**src/rtl/pipe_ctrl.sv**
```systemverilog
// -----------------------------------------------------------------------------
// pipe_ctrl
//   Hazard sequencer for the 5-stage pipeline. It produces the stall and flush
//   controls for the PC, the IF/ID bus register and the ID/EX register. It
//   handles load-use bubbles, taken-branch redirects (including the squash of
//   the fetch already in flight in the synchronous instruction ROM) and
//   fixed-latency divides that occupy EX.
//
// Ports
//   clk_i              clock, rising edge
//   rst_ni             asynchronous active-low reset
//   id_load_use_i      EX load's rd is read by the instruction in ID
//   ex_branch_taken_i  EX resolved a taken branch/jump this cycle
//   ex_branch_target_i target of that branch
//   ex_div_start_i     a divide entered EX this cycle
//   pc_stall_o         hold PC
//   if_id_stall_o      hold the IF/ID register
//   if_id_flush_o      load a bubble into IF/ID
//   id_ex_flush_o      load a bubble into ID/EX
//   ex_stall_o         hold EX/MEM inputs while the divider is busy
//   redirect_valid_o   load PC with redirect_pc_o
//   redirect_pc_o      redirect target (0 when no redirect)
//   stall_cnt_o        cycles in which pc_stall_o or if_id_flush_o was high
// -----------------------------------------------------------------------------
module pipe_ctrl #(
  parameter int PCW          = 32,
  parameter int FLUSH_CYCLES = 2,
  parameter int DIV_LAT      = 33,
  parameter int CNTW         = 32
) (
  input  logic            clk_i,
  input  logic            rst_ni,
  input  logic            id_load_use_i,
  input  logic            ex_branch_taken_i,
  input  logic [PCW-1:0]  ex_branch_target_i,
  input  logic            ex_div_start_i,
  output logic            pc_stall_o,
  output logic            if_id_stall_o,
  output logic            if_id_flush_o,
  output logic            id_ex_flush_o,
  output logic            ex_stall_o,
  output logic            redirect_valid_o,
  output logic [PCW-1:0]  redirect_pc_o,
  output logic [CNTW-1:0] stall_cnt_o
);

  localparam int MAXC = (FLUSH_CYCLES > DIV_LAT) ? FLUSH_CYCLES : DIV_LAT;
  localparam int CW   = $clog2(MAXC + 1);

  // Load values are clamped so that degenerate parameter values never
  // produce a negative constant; those states are simply never entered then.
  localparam int FLUSH_LOAD_I = (FLUSH_CYCLES > 1) ? FLUSH_CYCLES - 1 : 0;
  localparam int DIV_LOAD_I   = (DIV_LAT > 2) ? DIV_LAT - 2 : 0;
  localparam logic [CW-1:0] FLUSH_LOAD = CW'(FLUSH_LOAD_I);
  localparam logic [CW-1:0] DIV_LOAD   = CW'(DIV_LOAD_I);

  typedef enum logic [1:0] {
    RUN   = 2'd0,
    FLUSH = 2'd1,
    DIV   = 2'd2
  } state_t;

  state_t          state_q, state_d;
  logic [CW-1:0]   cnt_q, cnt_d;
  logic [CNTW-1:0] stall_cnt_q;

  // State register, down-counter and performance counter. The performance
  // counter samples the same combinational controls that act on the pipe.
  always_ff @(posedge clk_i or negedge rst_ni) begin
    if (!rst_ni) begin
      state_q     <= RUN;
      cnt_q       <= '0;
      stall_cnt_q <= '0;
    end else begin
      state_q <= state_d;
      cnt_q   <= cnt_d;
      if (pc_stall_o || if_id_flush_o)
        stall_cnt_q <= stall_cnt_q + 1'b1;
    end
  end

  // Next-state logic. The wait states leave when the decrement brings cnt to
  // zero, i.e. while the registered value is 1. This makes FLUSH last
  // FLUSH_CYCLES-1 cycles after the redirect cycle and DIV last DIV_LAT-2
  // cycles after the start cycle, giving a total divide stall of DIV_LAT-1.
  always_comb begin
    state_d = state_q;
    cnt_d   = cnt_q;
    case (state_q)
      RUN: begin
        if (ex_branch_taken_i) begin
          if (FLUSH_CYCLES > 1) begin
            state_d = FLUSH;
            cnt_d   = FLUSH_LOAD;
          end
        end else if (ex_div_start_i) begin
          if (DIV_LAT > 2) begin
            state_d = DIV;
            cnt_d   = DIV_LOAD;
          end
        end
      end
      FLUSH: begin
        if (ex_branch_taken_i) begin
          cnt_d = FLUSH_LOAD;
        end else begin
          cnt_d = cnt_q - 1'b1;
          if (cnt_q <= CW'(1))
            state_d = RUN;
        end
      end
      DIV: begin
        cnt_d = cnt_q - 1'b1;
        if (cnt_q <= CW'(1))
          state_d = RUN;
      end
      default: begin
        state_d = RUN;
        cnt_d   = '0;
      end
    endcase
  end

  // Output logic. Everything is gated by rst_ni so the controls drop the
  // moment reset is asserted, regardless of what the inputs are doing.
  // A branch is honoured in RUN and FLUSH; only DIV ignores it.
  always_comb begin
    pc_stall_o       = 1'b0;
    if_id_stall_o    = 1'b0;
    if_id_flush_o    = 1'b0;
    id_ex_flush_o    = 1'b0;
    ex_stall_o       = 1'b0;
    redirect_valid_o = 1'b0;
    redirect_pc_o    = '0;
    if (rst_ni) begin
      case (state_q)
        RUN, FLUSH: begin
          if (ex_branch_taken_i) begin
            redirect_valid_o = 1'b1;
            redirect_pc_o    = ex_branch_target_i;
            if_id_flush_o    = 1'b1;
            id_ex_flush_o    = 1'b1;
          end else if (state_q == FLUSH) begin
            if_id_flush_o = 1'b1;
          end else if (ex_div_start_i) begin
            if (DIV_LAT > 1) begin
              pc_stall_o    = 1'b1;
              if_id_stall_o = 1'b1;
              ex_stall_o    = 1'b1;
            end
          end else if (id_load_use_i) begin
            pc_stall_o    = 1'b1;
            if_id_stall_o = 1'b1;
            id_ex_flush_o = 1'b1;
          end
        end
        DIV: begin
          pc_stall_o    = 1'b1;
          if_id_stall_o = 1'b1;
          ex_stall_o    = 1'b1;
        end
        default: ;
      endcase
    end
  end

  assign stall_cnt_o = stall_cnt_q;

endmodule

```
**config.mk**
```make
export PLATFORM = sky130hd
export DESIGN_NAME = pipe_ctrl
export DESIGN_NICKNAME = d
export VERILOG_FILES = /design/src/rtl/pipe_ctrl.sv
export SDC_FILE = /design/constraint.sdc
export NUM_CORES = 1
export LEC_CHECK = 0
export ABC_AREA = 1
export ABC_CLOCK_PERIOD_IN_PS = 1750
export CORE_MARGIN = 2
export CORE_UTILIZATION = 36
export DETAILED_ROUTE_END_ITERATION = 8
export HOLD_SLACK_MARGIN = 0.06
export PLACE_DENSITY = 0.7
export REMOVE_ABC_BUFFERS = 1
export SLEW_MARGIN = 20
export SYNTH_ARGS = -nofsm -noshare
export SYNTH_HDL_FRONTEND = slang
export SYNTH_SLANG_ARGS = --single-unit
```
**constraint.sdc**
```tcl
create_clock -name clk_i -period 1.75 [get_ports clk_i]
set_input_delay 0.525 -clock clk_i [delete_from_list [all_inputs] [get_ports clk_i]]
set_output_delay 0.525 -clock clk_i [all_outputs]
set_load 0.01 [all_outputs]
```
==> flow_metrics.py, run 1 <==
metrics = {
    "run_status": {
        "status": "complete, but fails checks",
        "violations": "negative setup slack",
    },
    "synth": {
        "synth_edf_count": 0,
        "synth_seq_cells": 40,
        "netlist_area_um2": 2860,
        "syn_inst": 431,
        "yosysSeqAreaShare_pct": 35.0,
        "synth.most_common_cell": "nand2_1",
        "netlist_top_cells_area": "dfrtp_1 35%, nand2_1 16%, inv_1 12%, nor2_1 8.8%, nand3_1 5.1%",
        "synthDistinctLibCells": 29,
        "avgSynthCellArea_um2": 6.63,
        "ys_warn_count": 0,
        "synth_flop_cell": "dfrtp_1",
        "netlist_top_cells_count": "122 x nand2_1, 93 x inv_1, 67 x nor2_1",
        "yosysTopAreaCellShare_pct": 35.0,
        "yosys.area.top_type": "dfrtp_1",
        "async_flop_share_pct": 100,
    },
    "finish": {
        "final_nets": 644,
        "n_fill_cell": 644,
        "antenna_cells": 0,
        "areaGrowthSynthToFinish_pct": 70.5,
        "drive_gt1_share_pct": 31.6,
    },
    "clock_network": {
        "cts_hold_buffers": 0,
        "cts_buffers": 5,
        "cts_tree": "yes",
        "clockBufferDepth": 2,
        "clockRootBuffer": "clkbuf_8",
        "worstSkewPairLatency_ns": 0.29,
        "cts.sinks": 40,
        "clk_pin_slew_ns": 0.08,
        "ctsHtreeMaxLevel": 2,
    },
    "power_and_ir_drop": {
        "finalPower_uw": 5010,
        "powerDensity_nw_per_um2": 1030,
        "p_leak_uw": 0.00269,
        "peakVddDrop_mv": 0.889,
    },
    "sta": {
        "max_freq_mhz": 449,
        "maxSlewViolCount": 0,
        "finClkSkew_ns": 0.0103,
        "period_needed_ns": 2.22,
        "rsz0062_at_grt": "yes",
        "post-route-period-util_pct": 127,
        "hold_viol": 0,
        "layout_setup_ws_ns": -0.475,
        "relSlewSlack_pct": 61.8,
        "worst_pin_slew_ns": 0.570,
        "setup_viol": 70,
    },
    "global_route": {
        "track_usage_pct": 20.6,
        "grt_pass1_vias": 3196,
        "grt_max_degree": 37,
        "grt_pass1_wl_um": 14400,
        "grt_remaining_overflow": 0,
        "antenna_found_initial": 0,
    },
    "floorplan": {
        "pin_count": 107,
        "die-area_um2": 8670,
        "die_h_um": 93.1,
        "core_um2": 7730,
        "rows": 32,
        "start_util_pct": 37.0,
        "die_x_um": 93.1,
    },
    "worst_setup_path": {
        "cp-start-kind": "flip-flop",
        "required_ns": 1.22,
        "cp.arrival_ns": 1.70,
        "reg2reg_slack_ns": -0.29,
        "worstPathCellList": "inv_2, ha_4, inv_4, nand2_4, nand2_4, nor2_4, buf_8, inv_8, nor2_1, buf_2",
        "cp_num_buf_inv": 5,
        "cp_max_fo": 16,
        "slowest_delay_ns": 0.45,
        "crit_family": "buffers and inverters",
        "cpMostUsedCell": "nand2_4",
        "critPathCaptureType": "primary output",
        "critPathKind": "reg2out",
        "crit_path_top_delay_cell": "dfrtp_2",
    },
    "routing": {
        "avgViaCountPerCell": 4.80,
        "routedWlPerCell_um": 13.5,
        "drtAntennaViolNets": 0,
        "drc": 0,
        "first_iter_violations": 98,
        "wl_um": 9480,
        "drt_pass1_iterations": 4,
        "num_vias": 3373,
    },
    "flow_run": {
        "cap_violations": 0,
    },
    "place": {
        "gp_congestion": 0.817,
        "place.port_buffers": 106,
        "hpwl_um": 6110,
        "place_ws_ns": -0.938,
    },
    "worst_hold_path": {
        "min_path_type": "in2async",
    },
}
==> area by class of cell <==
class | instances | area (um^2) | area share, %
multi-input combinational | 287 | 1690 | 34.7
timing repair buffer | 171 | 1580 | 32.4
sequential | 40 | 1000 | 20.6
inverter | 94 | 370 | 7.60
tap | 102 | 128 | 2.62
clock buffer | 8 | 90.1 | 1.85
timing repair inverter | 1 | 11.3 | 0.231
==> worst reg2reg max path: stages (launching register included) <==
cell	delay (ns)
dfrtp_2	0.45
inv_2	0.10
ha_4	0.15
inv_4	0.04
nand2_4	0.06
buf_4	0.11
buf_6	0.08
buf_6	0.08
nand3b_4	0.09
buf_6	0.12
buf_6	0.11
nand2_8	0.14
buf_12	0.17
nand2_4	0.05
xor2_1	0.17
==> worst paths after layout <==
check | from | endpoint | cells after the start
min | rst_ni | cnt_q[5] | 2
max | state_q[0] | redirect_pc_o[21] | 10
min in group clk_i | stall_cnt_o[31] | stall_cnt_o[31] | 2
min reg2reg | stall_cnt_o[31] | stall_cnt_o[31] | 2
max in group asynchronous | rst_ni | stall_cnt_o[0] | 2
max reg2reg | state_q[0] | stall_cnt_o[14] | 14
==> layout by cell type, fill, tap and decap left out, drive strengths merged <==
cell,synthesis,final
dlymetal6s2s,0,12
nand3,30,30
dfrtp,40,40
dlygate4sd2,0,16
a21boi,2,2
inv,94,95
o221ai,2,2
nor3b,1,1
a21oi,2,2
nand4,16,16
nor3,1,1
ha,7,7
xor2,12,12
o22ai,1,1
clkbuf,0,10
nor2,72,72
clkdlybuf4s50,0,39
xnor2,3,3
buf,10,102
o21ai,7,7
nand3b,3,3
o211ai,2,2
nand2,125,125
and2,1,1
==> logic make-up (layout without fill, tap and decap cells) <==
family,after synthesis,after routing,share of synthesized area [%]
DFF,40,40,35.0
and+or+nand+nor,249,249,38.0
adders and majority gates,7,7,3.06
AOI/OAI and AO/OA,16,16,3.59
xor gates and xnor gates,15,15,4.60
buffers and inverters,104,274,15.8
==> metal layers <==
| metal | vias up | track usage [%] | wire [um] | part of all wire [%] |
|---|---|---|---|---|
| met5 | - | 0 | 0 | 0 |
| met4 | 0 | 4.66 | 89 | 0.94 |
| met3 | 8 | 4.59 | 852 | 9.0 |
| met2 | 157 | 39.9 | 4920 | 52 |
| met1 | 1576 | 22.8 | 3610 | 38 |
| li1 | 1632 | - | - | - |
==> repair_timing <==
action / in CTS / in global routing
cloned: 4 / 2
setup buffers: 27 / 5
pin swaps: 7 / 22
setup endpoints to repair: 99 / 83
gates resized for setup: 235 / 58
==> report_power, final <==
part           switching, uW  total [uW]  internal (uW)
Combinational           1540        3100           1560
Clock                    316         638            322
Sequential               163        1270           1110
Total                   2020        5010           2990
==> registers in the layout, indices dropped and copies added (netlist names) <==
signal and flops:
stall_cnt_o 32, cnt_q 6, state_q 2
==> metrics by stage <==
step | setup TNS [ns] | hold WS [ns] | cell area [um^2] | instances | util (%)
2_1_floorplan | -12.34 | 0.229 | 2760 | 421 | -
3_3_place_gp | -48.40 | 0.490 | 4210 | 659 | 54.4
3_5_place_dp | -50.34 | 0.507 | 4210 | 659 | 54.4
4_1_cts | -19.93 | 0.239 | 4550 | 696 | 58.9
5_1_grt | -29.42 | 0.249 | 4870 | 703 | 63.1
6_report | -23.93 | 0.248 | 4870 | 703 | 63.1
Note: power is estimated with default switching activity, not from simulation.
==> run 2, diff against run 1 <==
CAP_MARGIN = 40   (was default)
==> results of run 2 <==
Final layout, timing and power as in run 1 (identical DEF).
==> run 3, diff against run 2 <==
CORE_MARGIN = default   (was 2)
==> flow_metrics.py, run 3 (synthesized netlist as in run 1, its figures left out) <==
metrics = {
    "run_status": {
        "status": "complete, but fails checks",
        "violations": "negative setup slack",
    },
    "global_route": {
        "grt_remaining_overflow": 0,
        "grt_pass1_vias": 3189,
        "track_usage_pct": 21.2,
        "antenna_found_initial": 0,
        "grt_max_degree": 39,
        "grt_pass1_wl_um": 14300,
    },
    "sta": {
        "maxSlewViolCount": 0,
        "relSlewSlack_pct": 67.5,
        "whs_ns": 0.289,
        "post-route-period-util_pct": 126,
        "rsz0062_at_grt": "yes",
        "finClkSkew_ns": 0.00959,
        "layout_setup_ws_ns": -0.461,
        "max_freq_mhz": 452,
        "hold_viol": 0,
        "worst_pin_slew_ns": 0.487,
        "setup_viol": 69,
        "period_needed_ns": 2.21,
    },
    "power_and_ir_drop": {
        "switching_power_uw": 2000,
        "internal_power_uw": 2950,
        "clkPwrFrac_pct": 12.9,
        "powerDensity_nw_per_um2": 1030,
        "finalPower_uw": 4950,
        "p_leak_uw": 0.00261,
        "p_comb_share_pct": 61.4,
        "peakVddDrop_mv": 0.960,
        "p_seq_share_pct": 25.6,
        "swShare_pct": 40.3,
    },
    "floorplan": {
        "die-area_um2": 8300,
        "rows": 32,
        "die_h_um": 91.1,
        "start_util_pct": 37.2,
        "core_um2": 7690,
        "die_x_um": 91.1,
        "pin_count": 107,
    },
    "worst_setup_path": {
        "cpMostUsedCell": "nand2_4",
        "rr_startpoint": "state_q[1]",
        "critPathCaptureType": "primary output",
        "worst_r2r_path_depth": 12,
        "crit_path_top_delay_cell": "dfrtp_2",
        "cp_max_fo": 32,
        "required_ns": 1.22,
        "slowest_delay_ns": 0.45,
        "reg2reg_to": "stall_cnt_o[11]",
        "cp.arrival_ns": 1.69,
        "cp-start-kind": "flip-flop",
        "critPathKind": "reg2out",
        "reg2reg_slack_ns": -0.18,
        "worstPathCellList": "inv_2, ha_4, inv_4, nand2_4, nand2_4, nor2_4, buf_6, inv_16, nor2_2, buf_2",
        "cp_num_buf_inv": 5,
        "crit_family": "buffers and inverters",
        "critPathLaunch": "state_q[0]",
    },
    "finish": {
        "final_nets": 648,
        "largest_reg_flops": 32,
        "areaGrowthSynthToFinish_pct": 68.0,
        "final_common_cell": "nand2_1",
        "antenna_cells": 0,
        "drive_gt1_share_pct": 32.4,
        "finalNonFillerCells": 707,
        "mostFrequentLayoutCells": "105 x nand2_1, 86 x inv_1, 50 x buf_4, 47 x nor2_1, 38 x clkdlybuf4s50_1",
    },
    "place": {
        "place_ws_ns": -1.00,
        "gp_congestion": 0.834,
        "place.port_buffers": 106,
        "placed_cells": 663,
        "hpwl_um": 6120,
    },
    "routing": {
        "drt_pass1_iterations": 5,
        "wl_um": 9120,
        "avgViaCountPerCell": 4.70,
        "drc": 0,
        "num_vias": 3326,
        "drtAntennaViolNets": 0,
        "routedWlPerCell_um": 12.9,
        "first_iter_violations": 126,
    },
    "flow_run": {
        "cap_violations": 0,
    },
    "clock_network": {
        "ctsHtreeMaxLevel": 2,
        "cts_hold_buffers": 0,
        "cts_tree": "yes",
        "cts_buffers": 5,
        "cts.sinks": 40,
        "worstSkewPairLatency_ns": 0.29,
        "clk_pin_slew_ns": 0.08,
        "clockBufferDepth": 2,
        "clockRootBuffer": "clkbuf_8",
    },
    "worst_hold_path": {
        "min_path_type": "in2async",
    },
}
-- run 3: changes by cell type in the layout (fill, tap and decap cells not counted), moves of 2 or more --
cell and delta:
buf_16 -3, buf_4 +3, buf_6 +4, dfrtp_1 -3, dfrtp_2 +3, dlygate4sd2_1 +5
dlymetal6s2s_1 -4, nand2_1 +2, nand2_2 +2, nand2_4 -3, nor2_1 -4, nor2_2 +4
-- run 3: routing by layer --
layer	vias to the layer above	track usage [%]	wire length, um
met5	-	0	0
met4	0	7.01	178
met3	12	4.77	638
met2	130	40.2	4660
met1	1538	23.2	3640
li1	1646	-	-
-- run 3: cell type report --
cell class                      count  area [um^2]
Sequential cell                    40         1010
Multi-Input combinational cell    288         1660
Clock buffer                        8         90.1
Inverter                           94          374
Tap cell                          102          128
Timing Repair Buffer              175         1540
Fill cell                         677         2890
-- run 3: timing repair --
action	4_1_cts	5_1_grt
pin swaps	6	26
gates resized for setup	218	82
cloned	5	1
buffers inserted	26	10
setup endpoints to repair	100	77
-- run 3: how the worst max path moves through the flow --
stage / end / slack, ns / cells after the start
final: redirect_pc_o[22] / -0.46 / 10
after global routing: redirect_pc_o[26] / -0.54 / 10
after CTS: redirect_pc_o[8] / -0.45 / 10
after detailed placement: redirect_pc_o[8] / -1.00 / 6
after global placement: redirect_pc_o[21] / -0.97 / 6
after floorplan: redirect_pc_o[0] / -0.38 / 8
-- run 3: stage by stage --
stage          setup TNS, ns  util, %  instance area [um^2]
3_3_place_gp          -53.27     54.9                  4220
4_1_cts               -17.62     59.0                  4540
2_1_floorplan         -12.34        -                  2760
6_report              -19.82     62.5                  4800
3_5_place_dp          -53.99     54.9                  4220
5_1_grt               -25.17     62.5                  4800
-- run 3: power groups by stage --
| stage | Clock [uW] | Sequential (uW) | Combinational (uW) |
|---|---|---|---|
| after floorplan | 0 | 1320 | 1020 |
| after global placement | 0 | 1290 | 2110 |
| after detailed placement | 0 | 1300 | 2170 |
| after CTS | 658 | 1260 | 2750 |
| after global routing | 698 | 1290 | 3300 |
| final | 640 | 1270 | 3040 |
-- run 3: worst min-delay path: cells and delay by family --
kind,cells,cell delay (ns)
buffers and inverters,3,0.39
